===== src/rtl/etherneco_synctimer_master.sv =====
// Master-side sync-timer controller for the EtherNeco ring.
//
// Periodically asks the framer to send a sync command, serves the command payload
// (command byte, 64-bit master time, 32-bit offset), then parses the returning
// response, in which every slave has written its 32-bit elapsed time. From that it
// derives the round-trip time and the per-node one-way delay. The node-1 delay is
// sent back as the offset of the next command.
//
// Ports:
//   clk_i, rst_ni          clock, asynchronous active-low reset
//   enable_i, period_i     periodic trigger control (period 0 = never trigger)
//   correct_override_i     ask slaves to overwrite rather than slew their time
//   current_time_i         master timer
//   cmd_tx_request_o/ack_i handshake with the framer for the command packet
//   s_cmd_pos_i/valid_i    payload byte request; m_cmd_data_o/valid_o answer one cycle later
//   res_rx_*/s_res_*       response packet framing and byte stream
//   busy_o                 transaction in flight
//   meas_valid_o           pulse: rtt_o/node_delay_o just updated
//   overrun_o, timeout_o   pulses: trigger while busy / transaction aborted
//   rtt_o, node_delay_o    results; node i at bits [32*i +: 32]
module etherneco_synctimer_master #(
    parameter int unsigned TIMER_WIDTH  = 64,
    parameter int unsigned NODE_NUM     = 4,
    parameter int unsigned PERIOD_WIDTH = 32,
    parameter int unsigned TIMEOUT      = 65535,
    parameter int unsigned TX_LATENCY   = 0
) (
    input  logic                     clk_i,
    input  logic                     rst_ni,
    input  logic                     enable_i,
    input  logic [PERIOD_WIDTH-1:0]  period_i,
    input  logic                     correct_override_i,
    input  logic [TIMER_WIDTH-1:0]   current_time_i,
    output logic                     cmd_tx_request_o,
    input  logic                     cmd_tx_ack_i,
    input  logic [15:0]              s_cmd_pos_i,
    input  logic                     s_cmd_valid_i,
    output logic [7:0]               m_cmd_data_o,
    output logic                     m_cmd_valid_o,
    input  logic                     res_rx_start_i,
    input  logic                     res_rx_end_i,
    input  logic                     res_rx_error_i,
    input  logic [15:0]              s_res_pos_i,
    input  logic [7:0]               s_res_data_i,
    input  logic                     s_res_valid_i,
    output logic                     busy_o,
    output logic                     meas_valid_o,
    output logic                     overrun_o,
    output logic                     timeout_o,
    output logic [31:0]              rtt_o,
    output logic [NODE_NUM*32-1:0]   node_delay_o
);

    localparam int unsigned ToW = (TIMEOUT > 1) ? $clog2(TIMEOUT) : 1;

    typedef enum logic [2:0] {StIdle, StReq, StWait, StRecv, StCalc} state_e;

    state_e                         state_q, state_d;
    logic [PERIOD_WIDTH-1:0]        period_cnt_q, period_cnt_d;
    logic [ToW-1:0]                 to_cnt_q, to_cnt_d;
    logic [TIMER_WIDTH-1:0]         tx_time_q, tx_time_d;
    logic [7:0]                     cmd_byte_q, cmd_byte_d;
    logic [31:0]                    rtt_raw_q, rtt_raw_d;
    logic [NODE_NUM-1:0][31:0]      elapsed_q, elapsed_d;
    logic [31:0]                    rtt_q, rtt_d;
    logic [NODE_NUM-1:0][31:0]      node_delay_q, node_delay_d;
    logic                           first_done_q, first_done_d;
    logic                           meas_valid_q, meas_valid_d;
    logic                           overrun_q, overrun_d;
    logic                           timeout_q, timeout_d;
    logic [7:0]                     m_cmd_data_q, m_cmd_data_d;
    logic                           m_cmd_valid_q, m_cmd_valid_d;
    logic                           trigger;
    logic                           to_expired;

    // Period counter; a shrinking period_i while running still wraps immediately.
    always_comb begin
        trigger      = 1'b0;
        period_cnt_d = period_cnt_q;
        if (!enable_i || (period_i == '0)) begin
            period_cnt_d = '0;
        end else if (period_cnt_q >= period_i - PERIOD_WIDTH'(1)) begin
            period_cnt_d = '0;
            trigger      = 1'b1;
        end else begin
            period_cnt_d = period_cnt_q + PERIOD_WIDTH'(1);
        end
    end

    assign to_expired = (to_cnt_q == ToW'(TIMEOUT - 1));

    always_comb begin
        state_d      = state_q;
        to_cnt_d     = to_cnt_q;
        tx_time_d    = tx_time_q;
        cmd_byte_d   = cmd_byte_q;
        rtt_raw_d    = rtt_raw_q;
        elapsed_d    = elapsed_q;
        rtt_d        = rtt_q;
        node_delay_d = node_delay_q;
        first_done_d = first_done_q;
        meas_valid_d = 1'b0;
        timeout_d    = 1'b0;
        // A trigger outside IDLE is dropped and only reported.
        overrun_d    = trigger && (state_q != StIdle);

        unique case (state_q)
            StIdle: begin
                if (trigger) state_d = StReq;
            end
            StReq: begin
                if (cmd_tx_ack_i) begin
                    tx_time_d  = current_time_i + TIMER_WIDTH'(TX_LATENCY);
                    cmd_byte_d = {6'b0, correct_override_i | ~first_done_q, 1'b1};
                    to_cnt_d   = '0;
                    state_d    = StWait;
                end
            end
            StWait: begin
                to_cnt_d = to_cnt_q + ToW'(1);
                if (to_expired) begin
                    timeout_d = 1'b1;
                    state_d   = StIdle;
                end else if (res_rx_start_i) begin
                    rtt_raw_d = current_time_i[31:0] - tx_time_q[31:0];
                    elapsed_d = '0;
                    state_d   = StRecv;
                end
            end
            StRecv: begin
                to_cnt_d = to_cnt_q + ToW'(1);
                if (s_res_valid_i) begin
                    for (int i = 0; i < int'(NODE_NUM); i++) begin
                        for (int b = 0; b < 4; b++) begin
                            if (s_res_pos_i == 16'(9 + 4 * i + b)) begin
                                elapsed_d[i][8*b +: 8] = s_res_data_i;
                            end
                        end
                    end
                end
                // Timeout wins over a simultaneous end of packet.
                if (to_expired) begin
                    timeout_d = 1'b1;
                    state_d   = StIdle;
                end else if (res_rx_error_i) begin
                    state_d = StIdle;
                end else if (res_rx_end_i) begin
                    state_d = StCalc;
                end
            end
            StCalc: begin
                rtt_d = rtt_raw_q;
                for (int i = 0; i < int'(NODE_NUM); i++) begin
                    // A slave reporting more elapsed time than the round trip saturates to 0.
                    if (elapsed_q[i] <= rtt_raw_q) begin
                        node_delay_d[i] = (rtt_raw_q - elapsed_q[i]) >> 1;
                    end else begin
                        node_delay_d[i] = '0;
                    end
                end
                meas_valid_d = 1'b1;
                first_done_d = 1'b1;
                state_d      = StIdle;
            end
            default: state_d = StIdle;
        endcase
    end

    // Payload server: answers from the frozen registers regardless of state.
    always_comb begin
        m_cmd_valid_d = 1'b0;
        m_cmd_data_d  = '0;
        if (s_cmd_valid_i) begin
            if (s_cmd_pos_i == 16'd0) begin
                m_cmd_valid_d = 1'b1;
                m_cmd_data_d  = cmd_byte_q;
            end
            for (int b = 0; b < 8; b++) begin
                if (s_cmd_pos_i == 16'(1 + b)) begin
                    m_cmd_valid_d = 1'b1;
                    m_cmd_data_d  = tx_time_q[8*b +: 8];
                end
            end
            for (int b = 0; b < 4; b++) begin
                if (s_cmd_pos_i == 16'(9 + b)) begin
                    m_cmd_valid_d = 1'b1;
                    m_cmd_data_d  = node_delay_q[0][8*b +: 8];
                end
            end
        end
    end

    always_ff @(posedge clk_i or negedge rst_ni) begin
        if (!rst_ni) begin
            state_q       <= StIdle;
            period_cnt_q  <= '0;
            to_cnt_q      <= '0;
            tx_time_q     <= '0;
            cmd_byte_q    <= '0;
            rtt_raw_q     <= '0;
            elapsed_q     <= '0;
            rtt_q         <= '0;
            node_delay_q  <= '0;
            first_done_q  <= 1'b0;
            meas_valid_q  <= 1'b0;
            overrun_q     <= 1'b0;
            timeout_q     <= 1'b0;
            m_cmd_data_q  <= '0;
            m_cmd_valid_q <= 1'b0;
        end else begin
            state_q       <= state_d;
            period_cnt_q  <= period_cnt_d;
            to_cnt_q      <= to_cnt_d;
            tx_time_q     <= tx_time_d;
            cmd_byte_q    <= cmd_byte_d;
            rtt_raw_q     <= rtt_raw_d;
            elapsed_q     <= elapsed_d;
            rtt_q         <= rtt_d;
            node_delay_q  <= node_delay_d;
            first_done_q  <= first_done_d;
            meas_valid_q  <= meas_valid_d;
            overrun_q     <= overrun_d;
            timeout_q     <= timeout_d;
            m_cmd_data_q  <= m_cmd_data_d;
            m_cmd_valid_q <= m_cmd_valid_d;
        end
    end

    assign cmd_tx_request_o = (state_q == StReq);
    assign busy_o           = (state_q != StIdle);
    assign meas_valid_o     = meas_valid_q;
    assign overrun_o        = overrun_q;
    assign timeout_o        = timeout_q;
    assign rtt_o            = rtt_q;
    assign node_delay_o     = node_delay_q;
    assign m_cmd_data_o     = m_cmd_data_q;
    assign m_cmd_valid_o    = m_cmd_valid_q;

endmodule


===== config.mk =====
export PLATFORM = sky130hd
export DESIGN_NAME = etherneco_synctimer_master
export DESIGN_NICKNAME = d
export VERILOG_FILES = /design/src/rtl/etherneco_synctimer_master.sv
export SDC_FILE = /design/constraint.sdc
export NUM_CORES = 1
export LEC_CHECK = 0
export ABC_AREA = 1
export CAP_MARGIN = 40
export CORE_MARGIN = 8
export CORE_UTILIZATION = 58
export DETAILED_ROUTE_END_ITERATION = 16
export PLACE_DENSITY = 0.82
export SLEW_MARGIN = 20
export SYNTH_ARGS = -nofsm -noshare
export SYNTH_HDL_FRONTEND = slang
export SYNTH_SLANG_ARGS = --single-unit
export TNS_END_PERCENT = 1

===== constraint.sdc =====
create_clock -name clk_i -period 3.2 [get_ports clk_i]
set_input_delay 0.32 -clock clk_i [delete_from_list [all_inputs] [get_ports clk_i]]
set_output_delay 0.32 -clock clk_i [all_outputs]
set_load 0.1 [all_outputs]

==> results.json <==
{
  "regToRegSetupSlack_ns": 0.13,
  "place_hpwl_um": 79700,
  "route.vias.total": 30200,
  "reg2regPathDepth": 12,
  "ys.flop_type": "dfrtp_1",
  "post_drt_wl_per_cell_um": 20.4,
  "timing.slew.headroom": 0.474,
  "drive_above_1_share": 0.108,
  "seqCellArea_um2": 11200,
  "path_depth": 27,
  "cts_root_buffer": "clkbuf_16",
  "ios": 320,
  "num_rows": 82,
  "total_power_w": 0.0469,
  "layout.cells.most_common_list": "nand2_1 (1062), inv_1 (517), dfrtp_1 (441), o21ai_0 (398), clkdlybuf4s50_1 (284)",
  "critPathMostFrequentCell": "buf_4",
  "die_x_um": 240,
  "initial_core_util": 0.583,
  "leakage_nw": 18.6,
  "overflow": 0,
  "cp_max_fo": 3,
  "fillers": 3515,
  "grt_pass1_wl_um": 165000,
  "postPlaceCellArea_um2": 36500,
  "cp-endpoint": "state_q[1]$_DFFE_PN0P_",
  "hp-class": "in2reg",
  "cp_top_family": "buffers and inverters",
  "core-area_um2": 49900,
  "worstHoldStart": "current_time_i[36]",
  "cp_data_arrival_time_ns": 3.57,
  "clock_sinks": 446,
  "async_flop_share": 1.00,
  "rsz0062_at_grt": "yes",
  "finalHoldViolCount": 0,
  "maxCapViolCount": 0,
  "numCtsBuffers": 51,
  "clockBufferDepth": 3,
  "rr_startpoint": "rtt_raw_q[7]$_DFFE_PN0P_",
  "clk_pin_slew_ns": 0.06,
  "status": "finished clean",
  "port-buffer-count": 315,
  "cts_tree": "yes",
  "peakVddDrop_v": 0.00104,
  "pre_cts_slack_ns": -0.864,
  "fin_worst_skew_ns": 0.0297,
  "max_stage_delay_ns": 0.31,
  "die-area_um2": 57600,
  "synthDistinctLibCells": 61,
  "syn_inst": 3917,
  "grt_pass1_vias": 30100,
  "cp.required_ns": 3.69,
  "antenna_found_initial": 6,
  "whs_ns": 0.247,
  "routed_wl_um": 107000,
  "path_class": "in2reg",
  "cp-end-kind": "flop",
  "synth_largest_area_cell": "dfrtp_1",
  "yosys_warnings": 0,
  "ys_ff_latch": 446,
  "path_buf_inv": 11,
  "stdcell_area_um2": 38700,
  "finalNetCount": 4848,
  "viasPerCell": 5.79,
  "postLayoutCoreUtil": 0.775,
  "crit_start": "period_i[2]",
  "grt_usage": 0.363,
  "period_needed_ns": 3.08,
  "clk_latency_ns": 0.61,
  "synth_edf_count": 0,
  "synth_area_leaders": "dfrtp_1 (38%), nand2_1 (14%), ha_1 (8.4%)",
  "synthToLayoutAreaGrowth_pct": 32.9,
  "tightest_slew_ns": 0.785,
  "slowest_stage": "ha_1",
  "grt_max_degree": 161,
  "globalplace.congestion": 1.01,
  "die_y_um": 240,
  "startpoint_type": "primary input",
  "ys_seq_area_frac": 0.384,
  "final_common_cell": "nand2_1",
  "fin_crit_sh": 0.962,
  "cellPowerDensity_nw_per_um2": 1210,
  "synth_top_area_frac": 0.384,
  "slew_violations": 0,
  "drtAntennaViolNets": 0,
  "fmax_ghz": 0.325,
  "syn_area_um2": 29100,
  "dr.pass1.iters": 8,
  "r2r-end": "node_delay_o[45]$_DFFE_PN0P_",
  "finalSetupViolCount": 0,
  "multiInputGateArea_um2": 15700,
  "route.detailed.drc": 0,
  "htree_levels": 2,
  "fin_ws_ns": 0.122,
  "syn_avg_cell_area_um2": 7.43,
  "drtIter0Drc": 2940
}
worst min-delay path by stage:
stage	to	slack (ns)	cells past startpoint
3_3_place_gp	tx_time_q[35]$_DFFE_PN0P_	0.36	1
4_1_cts	tx_time_q[44]$_DFFE_PN0P_	0.23	3
3_5_place_dp	tx_time_q[35]$_DFFE_PN0P_	0.35	1
2_1_floorplan	cmd_byte_q[0]$_DFFE_PN0P_	0.02	0
5_1_grt	tx_time_q[63]$_DFFE_PN0P_	0.27	3
6_report	tx_time_q[36]$_DFFE_PN0P_	0.25	3
worst min-delay path, stage by stage:
cell and delay (ns):
clkdlybuf4s50_1 0.39, nand2_1 0.06, nand2_1 0.04
stage by stage:
| step | instances | setup TNS [ns] |
|---|---|---|
| finish | 5223 | 0 |
| global route | 5222 | -0.139 |
| CTS | 5211 | 0 |
| detailed placement | 5103 | -19.33 |
| global placement | 4945 | -15.92 |
| floorplan | 3920 | -0.303 |
kinds of logic (layout without fill, tap and decap cells):
| kind of cell | count (synthesis) | after routing | synth area share |
|---|---|---|---|
| and+or+nand+nor | 1674 | 1674 | 0.240 |
| buffers and inverters | 611 | 1235 | 0.0830 |
| AOI/OAI and AO/OA | 819 | 819 | 0.156 |
| DFF | 446 | 446 | 0.384 |
| adders and majority gates | 201 | 201 | 0.0877 |
| xor gates and xnor gates | 165 | 165 | 0.0497 |
| other | 1 | 11 | 0.000129 |
cell usage after synthesis (9+ instances only):
cell / count
buf_6: 9
nand3_1: 118
o21ai_1: 41
nor2_1: 292
o211ai_1: 12
nand3b_1: 11
a31oi_1: 17
a21o_1: 21
nor3_1: 59
inv_1: 519
nand2_1: 1068
buf_2: 22
nor4_1: 16
o22ai_1: 13
xor2_1: 78
nand4_1: 60
a221oi_1: 13
xnor2_1: 87
a21oi_1: 220
a21boi_0: 11
o21bai_1: 27
ha_1: 196
dfrtp_1: 446
o21ai_0: 400
clkbuf_1: 49
where the power goes:
part           total (W)  leakage [nW]  switching, W  internal (W)
logic             0.0311          11.7        0.0203        0.0108
registers        0.00951          5.98       0.00202       0.00749
clock network    0.00632         0.876       0.00258       0.00374
metal layers:
metal	wire [um]	up-vias	track usage	share of wire
met4	6810	0	0.206	0.064
met3	9170	441	0.0704	0.086
met2	50000	1526	0.594	0.47
met5	0	-	0	0
met1	40700	14300	0.447	0.38
li1	-	14000	-	-
state kept, by name (all words and copies together), names as in the netlist, 2 cells and up:
register      flops
period_cnt_q     32
rtt_o            32
state_q           3
node_delay_o    124
m_cmd_data_o      8
tx_time_q        64
to_cnt_q         16
rtt_raw_q        32
cmd_byte_q        2
elapsed_q       128
what timing repair did:
item                                   CTS  global route
setup endpoints to repair                3            72
pin swaps                               16            22
gates resized for setup                 15            43
setup buffers                           11             2
endpoints found under the hold margin   68             0
hold buffers                             1             0
layout make-up:
class / count / area share
clock buffer: 58 / 0.0345
multi-input combinational: 2863 / 0.406
inverter: 523 / 0.0508
tap: 672 / 0.0217
timing repair buffer: 616 / 0.186
antenna: 7 / 0.000453
clock inverter: 38 / 0.0119
sequential: 446 / 0.289
Power figures use the tool's default switching activity.
